$ cat src/rtl/uart_tx_ctrl.sv
// rtl/uart_tx_ctrl.sv - UART transmit frame controller driving an external TX bit mux
//
// Sequences one 8N1 (or 8P1) frame per accepted request and drives the select
// of an external line mux rather than the line itself.
//
// Parameters:
//   CLKS_PER_BIT  clock cycles per serial bit period (2..65535)
//   ODD_PARITY    0 = even parity, 1 = odd parity
//
// Build option:
//   UART_TX_PARITY_EN  when defined, a parity bit is sent between the data
//                      bits and the stop bit; when undefined, no parity bit
//                      is sent and parity_bit is held at 0.
//
// Ports:
//   clk         clock, rising edge
//   rst         asynchronous active-high reset
//   tx_start    send request, honoured only while idle
//   tx_data     payload, captured when tx_start is accepted
//   select      TX mux select: 00 start, 01 data, 10 parity, 11 stop/idle
//   data_bit    payload bit currently on the mux data input (1 outside DATA)
//   parity_bit  parity of the captured payload
//   tx_busy     high from acceptance through the last stop-bit cycle
//   tx_done     one-cycle pulse in the final cycle of the stop bit

module uart_tx_ctrl #(
  parameter int CLKS_PER_BIT = 16,
  parameter bit ODD_PARITY   = 1'b0
) (
  input  logic       clk,
  input  logic       rst,
  input  logic       tx_start,
  input  logic [7:0] tx_data,
  output logic [1:0] select,
  output logic       data_bit,
  output logic       parity_bit,
  output logic       tx_busy,
  output logic       tx_done
);

  localparam int CNT_W = (CLKS_PER_BIT > 1) ? $clog2(CLKS_PER_BIT) : 1;

`ifdef UART_TX_PARITY_EN
  localparam bit PAR_EN = 1'b1;
`else
  localparam bit PAR_EN = 1'b0;
`endif

  typedef enum logic [2:0] {
    S_IDLE   = 3'd0,
    S_START  = 3'd1,
    S_DATA   = 3'd2,
`ifdef UART_TX_PARITY_EN
    S_PARITY = 3'd4,
`endif
    S_STOP   = 3'd3
  } state_t;

  state_t           state_q, state_d;
  logic [CNT_W-1:0] cnt_q;
  logic [2:0]       idx_q;
  logic [7:0]       shift_q;
  logic             par_q;

  logic bit_end;
  logic accept;

  assign bit_end = (state_q != S_IDLE) && (cnt_q == CNT_W'(CLKS_PER_BIT - 1));
  assign accept  = (state_q == S_IDLE) && tx_start;

  // State register
  always_ff @(posedge clk or posedge rst) begin
    if (rst) begin
      state_q <= S_IDLE;
    end else begin
      state_q <= state_d;
    end
  end

  // Next-state logic
  always_comb begin
    state_d = state_q;
    case (state_q)
      S_IDLE:   if (tx_start) state_d = S_START;
      S_START:  if (bit_end)  state_d = S_DATA;
      S_DATA: begin
        if (bit_end && (idx_q == 3'd7)) begin
`ifdef UART_TX_PARITY_EN
          state_d = S_PARITY;
`else
          state_d = S_STOP;
`endif
        end
      end
`ifdef UART_TX_PARITY_EN
      S_PARITY: if (bit_end)  state_d = S_STOP;
`endif
      S_STOP:   if (bit_end)  state_d = S_IDLE;
      default:  state_d = S_IDLE;
    endcase
  end

  // Baud counter, bit index, payload shift register and parity latch
  always_ff @(posedge clk or posedge rst) begin
    if (rst) begin
      cnt_q   <= '0;
      idx_q   <= '0;
      shift_q <= '0;
      par_q   <= 1'b0;
    end else begin
      // Counter restarts on every state change so each state lasts exactly
      // one bit period; within DATA it wraps on the strobe instead.
      if (state_d != state_q) begin
        cnt_q <= '0;
      end else if (state_q != S_IDLE) begin
        cnt_q <= bit_end ? '0 : cnt_q + CNT_W'(1);
      end

      if (accept) begin
        shift_q <= tx_data;
        idx_q   <= 3'd0;
        par_q   <= PAR_EN & ((^tx_data) ^ ODD_PARITY);
      end else if ((state_q == S_DATA) && bit_end) begin
        shift_q <= {1'b0, shift_q[7:1]};
        idx_q   <= idx_q + 3'd1;
      end
    end
  end

  // Outputs decode directly from registered state so reset reaches them
  // without waiting for a clock edge.
  always_comb begin
    select   = 2'b11;
    data_bit = 1'b1;
    case (state_q)
      S_START:  select = 2'b00;
      S_DATA: begin
        select   = 2'b01;
        data_bit = shift_q[0];
      end
`ifdef UART_TX_PARITY_EN
      S_PARITY: select = 2'b10;
`endif
      default:  select = 2'b11;
    endcase
  end

  assign parity_bit = par_q;
  assign tx_busy    = (state_q != S_IDLE);
  assign tx_done    = (state_q == S_STOP) && bit_end;

endmodule

$ cat config.mk
export PLATFORM = sky130hd
export DESIGN_NAME = uart_tx_ctrl
export DESIGN_NICKNAME = d
export VERILOG_FILES = /design/src/rtl/uart_tx_ctrl.sv
export SDC_FILE = /design/constraint.sdc
export NUM_CORES = 1
export LEC_CHECK = 0
export BUFFER_PORTS_ARGS = -buffer_cell sky130_fd_sc_hd__buf_2
export CAP_MARGIN = 20
export CORE_MARGIN = 2
export CORE_UTILIZATION = 58
export DETAILED_ROUTE_END_ITERATION = 8
export PLACE_DENSITY = 0.89
export SETUP_SLACK_MARGIN = 0.4
export SYNTH_ARGS = -nofsm -noshare
export SYNTH_HDL_FRONTEND = slang
export SYNTH_SLANG_ARGS = --single-unit
$ cat constraint.sdc
create_clock -name clk -period 2.9 [get_ports clk]
set_clock_uncertainty 0.2 [all_clocks]
set_input_delay 0.725 -clock clk [delete_from_list [all_inputs] [get_ports clk]]
set_output_delay 0.725 -clock clk [all_outputs]
set_load 0.05 [all_outputs]
==> results of run 1 <==
[timing repair]
action	4_1_cts	5_1_grt
setup buffers	1	2
gates resized for setup	3	2
pin swaps	0	1
setup endpoints to repair	2	3
gates cloned	0	0
[kinds of logic after synthesis]
kind of cell               synth area share (%)
AOI/OAI and AO/OA                          21.7
xor gates and xnor gates                   2.59
adders and majority gates                  3.70
buffers and inverters                      6.66
DFF                                        44.4
muxes                                     0.986
other                                     0.370
and+or+nand+nor                            19.6
[layout by cell type (no fill, tap or decap), types with 2 or more instances in the layout]
master / netlist / routed
xor2_1: 3 / 3
a31oi_1: 7 / 7
or3_1: 2 / 2
nand2_1: 6 / 6
o21ai_1: 10 / 10
buf_4: 2 / 4
nor2_1: 12 / 12
a21oi_1: 13 / 13
conb_1: 1 / 2
dfrtp_1: 18 / 16
buf_2: 3 / 14
nand2b_1: 2 / 2
dfrtp_2: 0 / 2
nand3_1: 3 / 3
ha_1: 3 / 2
clkbuf_4: 0 / 3
[registers in the layout (all words and copies together) (netlist names)]
signal,count
idx_q,3
cnt_q,4
shift_q,8
state_q,3
[through the flow]
step / power (mW) / std cells / hold WS [ps] / worst slack [ps]
6_report: 0.546 / 140 / 316 / 456
5_1_grt: 0.570 / 140 / 371 / 369
4_1_cts: 0.543 / 138 / 334 / 402
3_5_place_dp: 0.390 / 133 / 336 / 627
3_3_place_gp: 0.384 / 133 / 313 / 671
2_1_floorplan: 0.370 / 109 / 285 / 524
[layer usage]
| metal | vias up | GRT usage (%) |
|---|---|---|
| met2 | 24 | 35.8 |
| met5 | - | 0 |
| met1 | 396 | 28.5 |
| met4 | 0 | 9.71 |
| met3 | 8 | 5.95 |
| li1 | 418 | - |
[cell type report]
| type | count | area (µm²) |
|---|---|---|
| clock buffer | 4 | 36.3 |
| fill | 136 | 552 |
| timing repair buffer | 19 | 111 |
| tap | 17 | 21.3 |
| inverter | 2 | 7.51 |
| multi-input combinational | 80 | 508 |
| sequential | 18 | 453 |
[cells in the mapped netlist]
| master | count | area [µm²] |
|---|---|---|
| a221o_1 | 1 | 10.0 |
| inv_2 | 1 | 3.75 |
| nor3b_1 | 1 | 7.51 |
| buf_4 | 2 | 15.0 |
| and3_1 | 1 | 6.26 |
| conb_1 | 1 | 3.75 |
| dfrtp_1 | 18 | 450 |
| nor3b_4 | 1 | 18.8 |
| a311oi_2 | 1 | 15.0 |
| clkbuf_1 | 2 | 7.51 |
| a21oi_1 | 13 | 65.1 |
| nor4b_2 | 1 | 15.0 |
| buf_2 | 3 | 15.0 |
| and3b_1 | 1 | 8.76 |
| a41oi_1 | 1 | 8.76 |
| a31oi_1 | 7 | 43.8 |
| xor2_1 | 3 | 26.3 |
| or3_1 | 2 | 12.5 |
| a21o_1 | 1 | 7.51 |
| o31ai_1 | 1 | 7.51 |
| nand4_1 | 1 | 6.26 |
| nand3_1 | 3 | 15.0 |
| nor3_2 | 1 | 10.0 |
| mux2i_1 | 1 | 10.0 |
| o211ai_1 | 1 | 7.51 |
| o21ai_1 | 10 | 50.1 |
| inv_1 | 1 | 3.75 |
| nor2_1 | 12 | 45.0 |
| or3b_1 | 1 | 8.76 |
| ha_1 | 3 | 37.5 |
| or4b_1 | 1 | 10.0 |
| o21ai_0 | 1 | 5.00 |
| nand2_1 | 6 | 22.5 |
| buf_6 | 2 | 22.5 |
| nand2b_1 | 2 | 12.5 |
[worst paths after layout]
| path | slack [ps] | to |
|---|---|---|
| worst max register to register | 920 | idx_q[0] |
| min in group clk | 350 | shift_q[7] |
| max in group asynchronous | 1710 | state_q[1] |
| worst max-delay path | 460 | tx_busy |
| worst min register to register | 350 | shift_q[7] |
| worst min-delay path | 320 | shift_q[0] |
[power groups by stage]
stage / combinational, mW / clock (mW) / sequential, mW
floorplan: 0.0773 / 0 / 0.293
global placement: 0.0825 / 0 / 0.302
detailed placement: 0.0861 / 0 / 0.304
CTS: 0.0870 / 0.156 / 0.299
global route: 0.101 / 0.167 / 0.302
finish: 0.0915 / 0.157 / 0.298
==> reports/metrics.yaml, run 1 <==
die_y_um: 45.8
critPathTopFamily: "flip-flops"
fin_nets: 138
endpoint_kind: "output pin"
cts_buffer_depth: 2
p_sw_mw: 0.157
ys_seq_area_share_pct: 44.4
hold_buffers: 0
peakVddDrop_uv: 305
grt_start_max_net_pins: 19
design_area_mm2: 0.00114
required_ps: 1980
mappedNetlistArea_mm2: 0.00101
path_max_fanout: 12
rsz0062_at_grt: "yes"
grt_usage_pct: 22.4
drt-met1-wl_um: 896
ant_nets: 0
startpoint: "state_q[2]"
hold_class: "input port to asynchronous set/reset pin"
cts_tree: "built"
cp.arrival_ps: 1520
path_buf_inv: 2
drc_errors: 0
cpPeakStageDelay_ps: 550
clkLatencyLatePin_ps: 290
final_core_util_pct: 67.3
path_depth: 3
cts_sinks: 18
cp_slowest_cell: "dfrtp_1"
worstRegToRegCells: 3
dr_wl_met3_um: 96
period_needed_ps: 2440
first_global_vias: 801
drt_first_pass_iters: 4
boundaryPins: 17
vias: 846
wl_per_cell_um: 14.7
antenna_found_initial: 0
ys_ff_latch: 18
port_buffers: 15
cts_inserted_buffers: 3
comb_power_share_pct: 16.7
start_kind: "flop"
grt_pass1_wl_mm: 3.37
reg2reg_from: "state_q[2]"
antennaDiodeCount: 0
area_growth_pct: 12.1
core_mm2: 0.00169
grt_overflow: 0
rows: 15
cts_root_buffer: "clkbuf_4"
clk_pin_slew_worst_paths_ps: 100
start_util_pct: 60.1
gp_routability_congestion: 0.822
maxSlewViolCount: 0
fin_setup_tns_ps: 0
drive_gt1_share_pct: 26.0
syn_inst: 108
drt-total-wl_mm: 2.06
fin_crit_sh_pct: 84.3
wl_met2_mm: 1.02
p_per_area_mw_per_mm2: 480
placement.cell_area_mm2: 0.00107
p_sw_share_pct: 28.7
die_area_mm2: 0.00210
worst_pin_slew_ps: 690
p_int_mw: 0.390
clkPwrFrac_pct: 28.7
max_freq_ghz: 0.409
die_w_um: 45.8
p_leak_nw: 0.500
syn_area_per_cell_um2: 9.40
synth_warnings: 0
drv_cap: 0
setup-violations-final: 0
drtIter0Drc: 29
maxSlewHeadroom_pct: 54.0
p_seq_share_pct: 54.6
h-tree-depth: 1
avgViaCountPerCell: 6.04
status: "completed"
path_cells: "nor3_2 > inv_2 > buf_2"
finalHoldViolations: 0
place.detailed.hpwl_mm: 1.41
ys_types: 35
critPathKind: "flop to output pin"
highest-signal-layer: "met4"
(Power assumes the default switching activity.)
==> inputs of run 2 (changes only) <==
--- a/config.mk
+++ b/config.mk
@@ -8,9 +8,9 @@
 export BUFFER_PORTS_ARGS = -buffer_cell sky130_fd_sc_hd__buf_2
 export CAP_MARGIN = 20
 export CORE_MARGIN = 2
-export CORE_UTILIZATION = 58
+export CORE_UTILIZATION = 54
 export DETAILED_ROUTE_END_ITERATION = 8
-export PLACE_DENSITY = 0.89
+export PLACE_DENSITY = 0.84
 export SETUP_SLACK_MARGIN = 0.4
 export SYNTH_ARGS = -nofsm -noshare
 export SYNTH_HDL_FRONTEND = slang
==> constraint.sdc (replaced) <==
create_clock -name clk -period 2.3 [get_ports clk]
set_clock_uncertainty 0.2 [all_clocks]
set_input_delay 0.575 -clock clk [delete_from_list [all_inputs] [get_ports clk]]
set_output_delay 0.575 -clock clk [all_outputs]
set_load 0.05 [all_outputs]
==> reports/metrics.yaml, run 2 (same netlist as run 1, synthesis figures left out) <==
status: "completed"
worst_pin_slew_ps: 684  # -5.96 ps
fin_crit_sh_pct: 98.1
path_buf_inv: 1  # -1
cts_sinks: 18  # unchanged
top_register: "shift_q"
clkPwrFrac_pct: 26.5  # -2.2 points
peakVddDrop_uv: 563  # +85%
wl_per_cell_um: 19.7  # +34%
p_per_area_mw_per_mm2: 521  # +8.5%
final_common_cell: "buf_4"
setup_slack_ps: 43.7  # -412 ps
clkLatencyLatePin_ps: 310  # +20 ps
place.detailed.hpwl_mm: 1.35  # -3.9%
port_buffers: 15  # unchanged
boundaryPins: 17  # unchanged
die_w_um: 47.4  # +3.3%
cp_slowest_cell: "dfrtp_1"
p_sw_share_pct: 30.8  # +2.1 points
drt-total-wl_mm: 3.40  # +65%
placement.cell_area_mm2: 0.00112  # +4.6%
gp_routability_congestion: 0.747  # -9.1%
design_area_mm2: 0.00149  # +31%
h-tree-depth: 1  # unchanged
path_cells: "ha_4 > nand4_1 > nor3b_4 > buf_6"
grt_overflow: 0  # unchanged
finalHoldViolations: 0  # unchanged
cts_inserted_buffers: 3  # unchanged
avgViaCountPerCell: 6.06  # +0.34%
period_needed_ps: 2260
num-fill-cells: 91  # -33%
cts_tree: "built"
endpoint_kind: "output pin"
start_util_pct: 58.1  # -1.9 points
die_area_mm2: 0.00224  # +6.8%
maxSlewHeadroom_pct: 54.4  # +0.40 points
largest_reg_flops: 8  # unchanged
die_y_um: 47.4  # +3.3%
hold_class: "input port to asynchronous set/reset pin"
critPathKind: "flop to output pin"
vias: 1049  # +24%
largestRegisters: "shift_q (8), cnt_q (4)"
ant_nets: 0  # unchanged
critPathTopFamily: "flip-flops"
path_max_fanout: 3  # -9
drv_cap: 0  # unchanged
max_freq_ghz: 0.443
drc_errors: 0  # unchanged
maxSlewViolCount: 0  # unchanged
worstRegToRegCells: 5  # +2
rsz0062_at_grt: "yes"
clk_pin_slew_worst_paths_ps: 120  # +20 ps
setup-violations-final: 0  # unchanged
rows: 15  # unchanged
cp.arrival_ps: 1480  # -40 ps
antennaDiodeCount: 0  # unchanged
drive_gt1_share_pct: 48.0  # +22 points
p_sw_mw: 0.239  # +53%
cts_buffer_depth: 2  # unchanged
grt_pass1_wl_mm: 4.46  # +32%
p_seq_share_pct: 48.4  # -6.2 points
comb_power_share_pct: 25.1  # +8.4 points
hold_buffers: 0  # unchanged
p_int_mw: 0.538  # +38%
layout_common_cells: "18 x buf_4, 15 x dfrtp_1, 13 x buf_6"
area_growth_pct: 47.0
p_leak_nw: 0.682  # +36%
cpPeakStageDelay_ps: 420  # -130 ps
grt_start_max_net_pins: 19  # unchanged
drt_first_pass_iters: 4  # unchanged
start_kind: "flop"
grt_usage_pct: 29.7  # +7.3 points
core_mm2: 0.00175  # +3.3%
antenna_found_initial: 0  # unchanged
r2r_setup_slack_ps: 340  # -580 ps
cts_root_buffer: "clkbuf_4"
path_depth: 4  # +1
fin_nets: 163  # +18%
pre_cts_slack_ps: 222  # -405 ps
drtIter0Drc: 48  # +66%
first_global_vias: 926  # +16%
required_ps: 1520  # -460 ps
## run 2: cell count changes in the layout (fill, tap and decap cells not counted), moves of 2 or more
cell,delta
buf_8,+2
o21ai_2,+2
buf_6,+12
a21oi_2,+2
buf_2,-3
nor2_1,-2
a21oi_1,-2
buf_4,+14
## run 2: power by group through the flow
stage	clock (mW)	sequential, mW	combinational (mW)
after detailed placement	0	0.380	0.118
after CTS	0.200	0.370	0.153
after floorplan	0	0.370	0.0999
final	0.206	0.376	0.195
after global placement	0	0.376	0.113
after global routing	0.210	0.379	0.211
## run 2: through the flow
step                      power, mW  util, %  setup TNS, ps  hold slack (ps)  std cells
after detailed placement      0.498     63.9              0              331        144
after floorplan               0.469        -              0              285        109
after global placement        0.490     63.9              0              312        144
after global routing          0.801     85.4          -4.53              232        173
after CTS                     0.723     77.3              0              183        164
final                         0.777     85.4              0              147        173
## run 2: path summary, 6_finish.rpt
path                              end        from
min                          cnt_q[2]         rst
max reg2reg                  cnt_q[3]    cnt_q[0]
max                           tx_done    cnt_q[0]
min in group clk           shift_q[7]  tx_data[7]
max in group asynchronous  state_q[0]         rst
min reg2reg                shift_q[0]  shift_q[0]
## run 2: cell type report
| cell class | instances | area (µm²) | share of cell area [%] |
|---|---|---|---|
| well taps | 25 | 31.3 | 2.10 |
| multi-input cells | 80 | 596 | 39.9 |
| repair buffers | 44 | 367 | 24.6 |
| flip-flops and latches | 18 | 454 | 30.5 |
| inverters | 2 | 7.51 | 0.503 |
| clock buffers | 4 | 36.3 | 2.43 |
## run 2: per-layer routing
layer | up-vias | GRT usage (%) | part of all wire, %
met3 | 12 | 6.15 | 7.1
met1 | 514 | 38.7 | 41
li1 | 464 | - | -
met5 | - | 0 | 0
met2 | 59 | 45.9 | 49
met4 | 0 | 16.1 | 2.9
## run 2: worst reg2reg max path, stage by stage, from the launching register on
cell and delay [ps]:
dfrtp_1 440, ha_4 190, buf_4 130, and3_2 310, a221o_1 420, a311oi_2 190
## run 2: what timing repair did
action,CTS,global route
setup buffers,16,8
gates cloned,0,1
resized for setup,21,22
setup endpoints to repair,6,19
pin swaps,3,11
==> inputs of run 3 (changes only) <==
--- a/config.mk
+++ b/config.mk
@@ -8,9 +8,10 @@
 export BUFFER_PORTS_ARGS = -buffer_cell sky130_fd_sc_hd__buf_2
 export CAP_MARGIN = 20
 export CORE_MARGIN = 2
-export CORE_UTILIZATION = 54
+export CORE_UTILIZATION = 57
+export CTS_BUF_LIST = sky130_fd_sc_hd__clkbuf_4 sky130_fd_sc_hd__clkbuf_8
 export DETAILED_ROUTE_END_ITERATION = 8
-export PLACE_DENSITY = 0.84
+export PLACE_DENSITY = 0.88
 export SETUP_SLACK_MARGIN = 0.4
 export SYNTH_ARGS = -nofsm -noshare
 export SYNTH_HDL_FRONTEND = slang
==> reports/metrics.yaml, run 3 (same netlist as run 1, synthesis figures left out) <==
status: "finished with violations"
violations: "negative setup slack"
wl_per_cell_um: 18.3  # -7.1%
die_area_mm2: 0.00213  # -4.8%
grt_usage_pct: 26.7  # -2.9 points
drc_errors: 0  # unchanged
maxSlewViolCount: 0  # unchanged
antenna_found_initial: 0  # unchanged
drt-total-wl_mm: 3.05  # -10%
pre_cts_slack_ps: 237  # +14.9 ps
p_leak_nw: 0.630  # -7.6%
cts_buffer_depth: 2  # unchanged
grt_overflow: 0  # unchanged
port_buffers: 15  # unchanged
p_per_area_mw_per_mm2: 536  # +2.8%
largest_reg_flops: 8  # unchanged
first_global_vias: 869  # -6.2%
top_register: "shift_q"
num-fill-cells: 95  # +4.4%
core_mm2: 0.00171  # -2.2%
final_common_cell: "buf_4"
drtIter0Drc: 88  # +83%
die_y_um: 46.2  # -2.4%
h-tree-depth: 1  # unchanged
path_max_fanout: 5  # +2
grt_start_max_net_pins: 19  # unchanged
avgViaCountPerCell: 6.23  # +2.7%
vias: 1040  # -0.86%
drive_gt1_share_pct: 46.5  # -1.5 points
die_w_um: 46.2  # -2.4%
area_growth_pct: 40.7
drt_first_pass_iters: 4  # unchanged
clk_pin_slew_worst_paths_ps: 120  # about the same
antennaDiodeCount: 0  # unchanged
critPathKind: "flop to output pin"
cp.arrival_ps: 1570  # +90 ps
layout_common_cells: "17 x buf_4, 15 x dfrtp_1, 12 x a21oi_1"
cts_sinks: 18  # unchanged
finalHoldViolations: 0  # unchanged
fin_nets: 157  # -3.7%
rsz0062_at_grt: "yes"
peakVddDrop_uv: 502  # -11%
boundaryPins: 17  # unchanged
fin_crit_sh_pct: 102  # +3.9 points
final_core_util_pct: 83.6  # -1.9 points
max_freq_ghz: 0.426  # -3.8%
place.detailed.hpwl_mm: 1.40  # +3.6%
maxSlewHeadroom_pct: 52.3  # -2.0 points
worst_pin_slew_ps: 714  # +30.6 ps
cts_inserted_buffers: 3  # unchanged
largestRegisters: "shift_q (8), cnt_q (4)"
gr-usage-met1_pct: 36.4  # -2.3 points
cts_tree: "built"
setup-violations-final: 1  # +1
grt_util_met2_pct: 40.0  # -5.9 points
drv_cap: 0  # unchanged
required_ps: 1520  # about the same
ant_nets: 0  # unchanged
gp_routability_congestion: 0.772  # +3.3%
grtUsageMet3_pct: 3.92  # -2.2 points
rows: 15  # unchanged
grt_pass1_wl_mm: 4.00  # -10%
power.total_mw: 0.765  # -1.6%
fin_setup_tns_ps: -45.4  # -45.4 ps
period_needed_ps: 2350  # +89.1 ps
hold_class: "input port to asynchronous set/reset pin"
cts_root_buffer: "clkbuf_4"
clkLatencyLatePin_ps: 320  # about the same
top_usage_layer: "met2"
start_kind: "flop"
endpoint_kind: "output pin"
start_util_pct: 59.4  # +1.3 points
setup_slack_ps: -45.4  # -89.1 ps
==> run 3: cell types whose count changed in the layout (fill, tap and decap cells not counted), moves of 2 or more <==
cell     before  now
buf_6        13    7
ha_1          2    0
o21ai_2       2    0
nor2_2        1    5
nor2_1       10    7
==> run 3: area by class of cell <==
type                       count  area, µm²  area share (%)
tap                           25       31.3            2.19
multi-input combinational     81        607            42.5
inverter                       2       7.51           0.526
clock buffer                   4       36.3            2.54
sequential                    18        454            31.8
timing repair buffer          37        292            20.4
==> run 3: per-stage QoR <==
stage          hold WS, ps  cells  instance area (µm²)
2_1_floorplan          285    109                 1040
3_3_place_gp           308    144                 1120
3_5_place_dp           313    144                 1120
4_1_cts                178    160                 1310
5_1_grt                203    167                 1430
6_report               148    167                 1430
==> run 3: repair_timing <==
| item | 4_1_cts | 5_1_grt |
|---|---|---|
| gates cloned | 0 | 2 |
| buffers inserted | 12 | 5 |
| setup endpoints to repair | 7 | 19 |
| pin swaps | 5 | 11 |
| hold buffers | 0 | 0 |
| resized for setup | 19 | 21 |
==> run 3: report_power, final <==
group | internal [mW] | switching, mW
Sequential | 0.349 | 0.0251
Clock | 0.0970 | 0.119
Combinational | 0.0774 | 0.0968
Total | 0.524 | 0.241
==> run 3: layer usage <==
layer | wire [µm] | up-vias | part of all wire, %
li1 | - | 455 | -
met1 | 1180 | 482 | 39
met2 | 1510 | 89 | 49
met3 | 281 | 14 | 9.2
met4 | 84 | 0 | 2.8
met5 | 0 | - | 0
==> run 3: critical path: stages, from the launching register on <==
cell	delay, ps
dfrtp_1	410
ha_4	180
nand4_1	210
nor3b_4	260
buf_6	190
==> run 3: final timing paths <==
check,start,to,slack [ps],cells past startpoint
setup / recovery,cnt_q[0],tx_done,-50,4
hold / removal,rst,idx_q[1],150,2
setup reg to reg,idx_q[0],cnt_q[3],370,5
hold reg to reg,shift_q[7],shift_q[7],350,2
max in group asynchronous,rst,state_q[1],1250,2
min in group clk,tx_data[7],shift_q[7],240,3
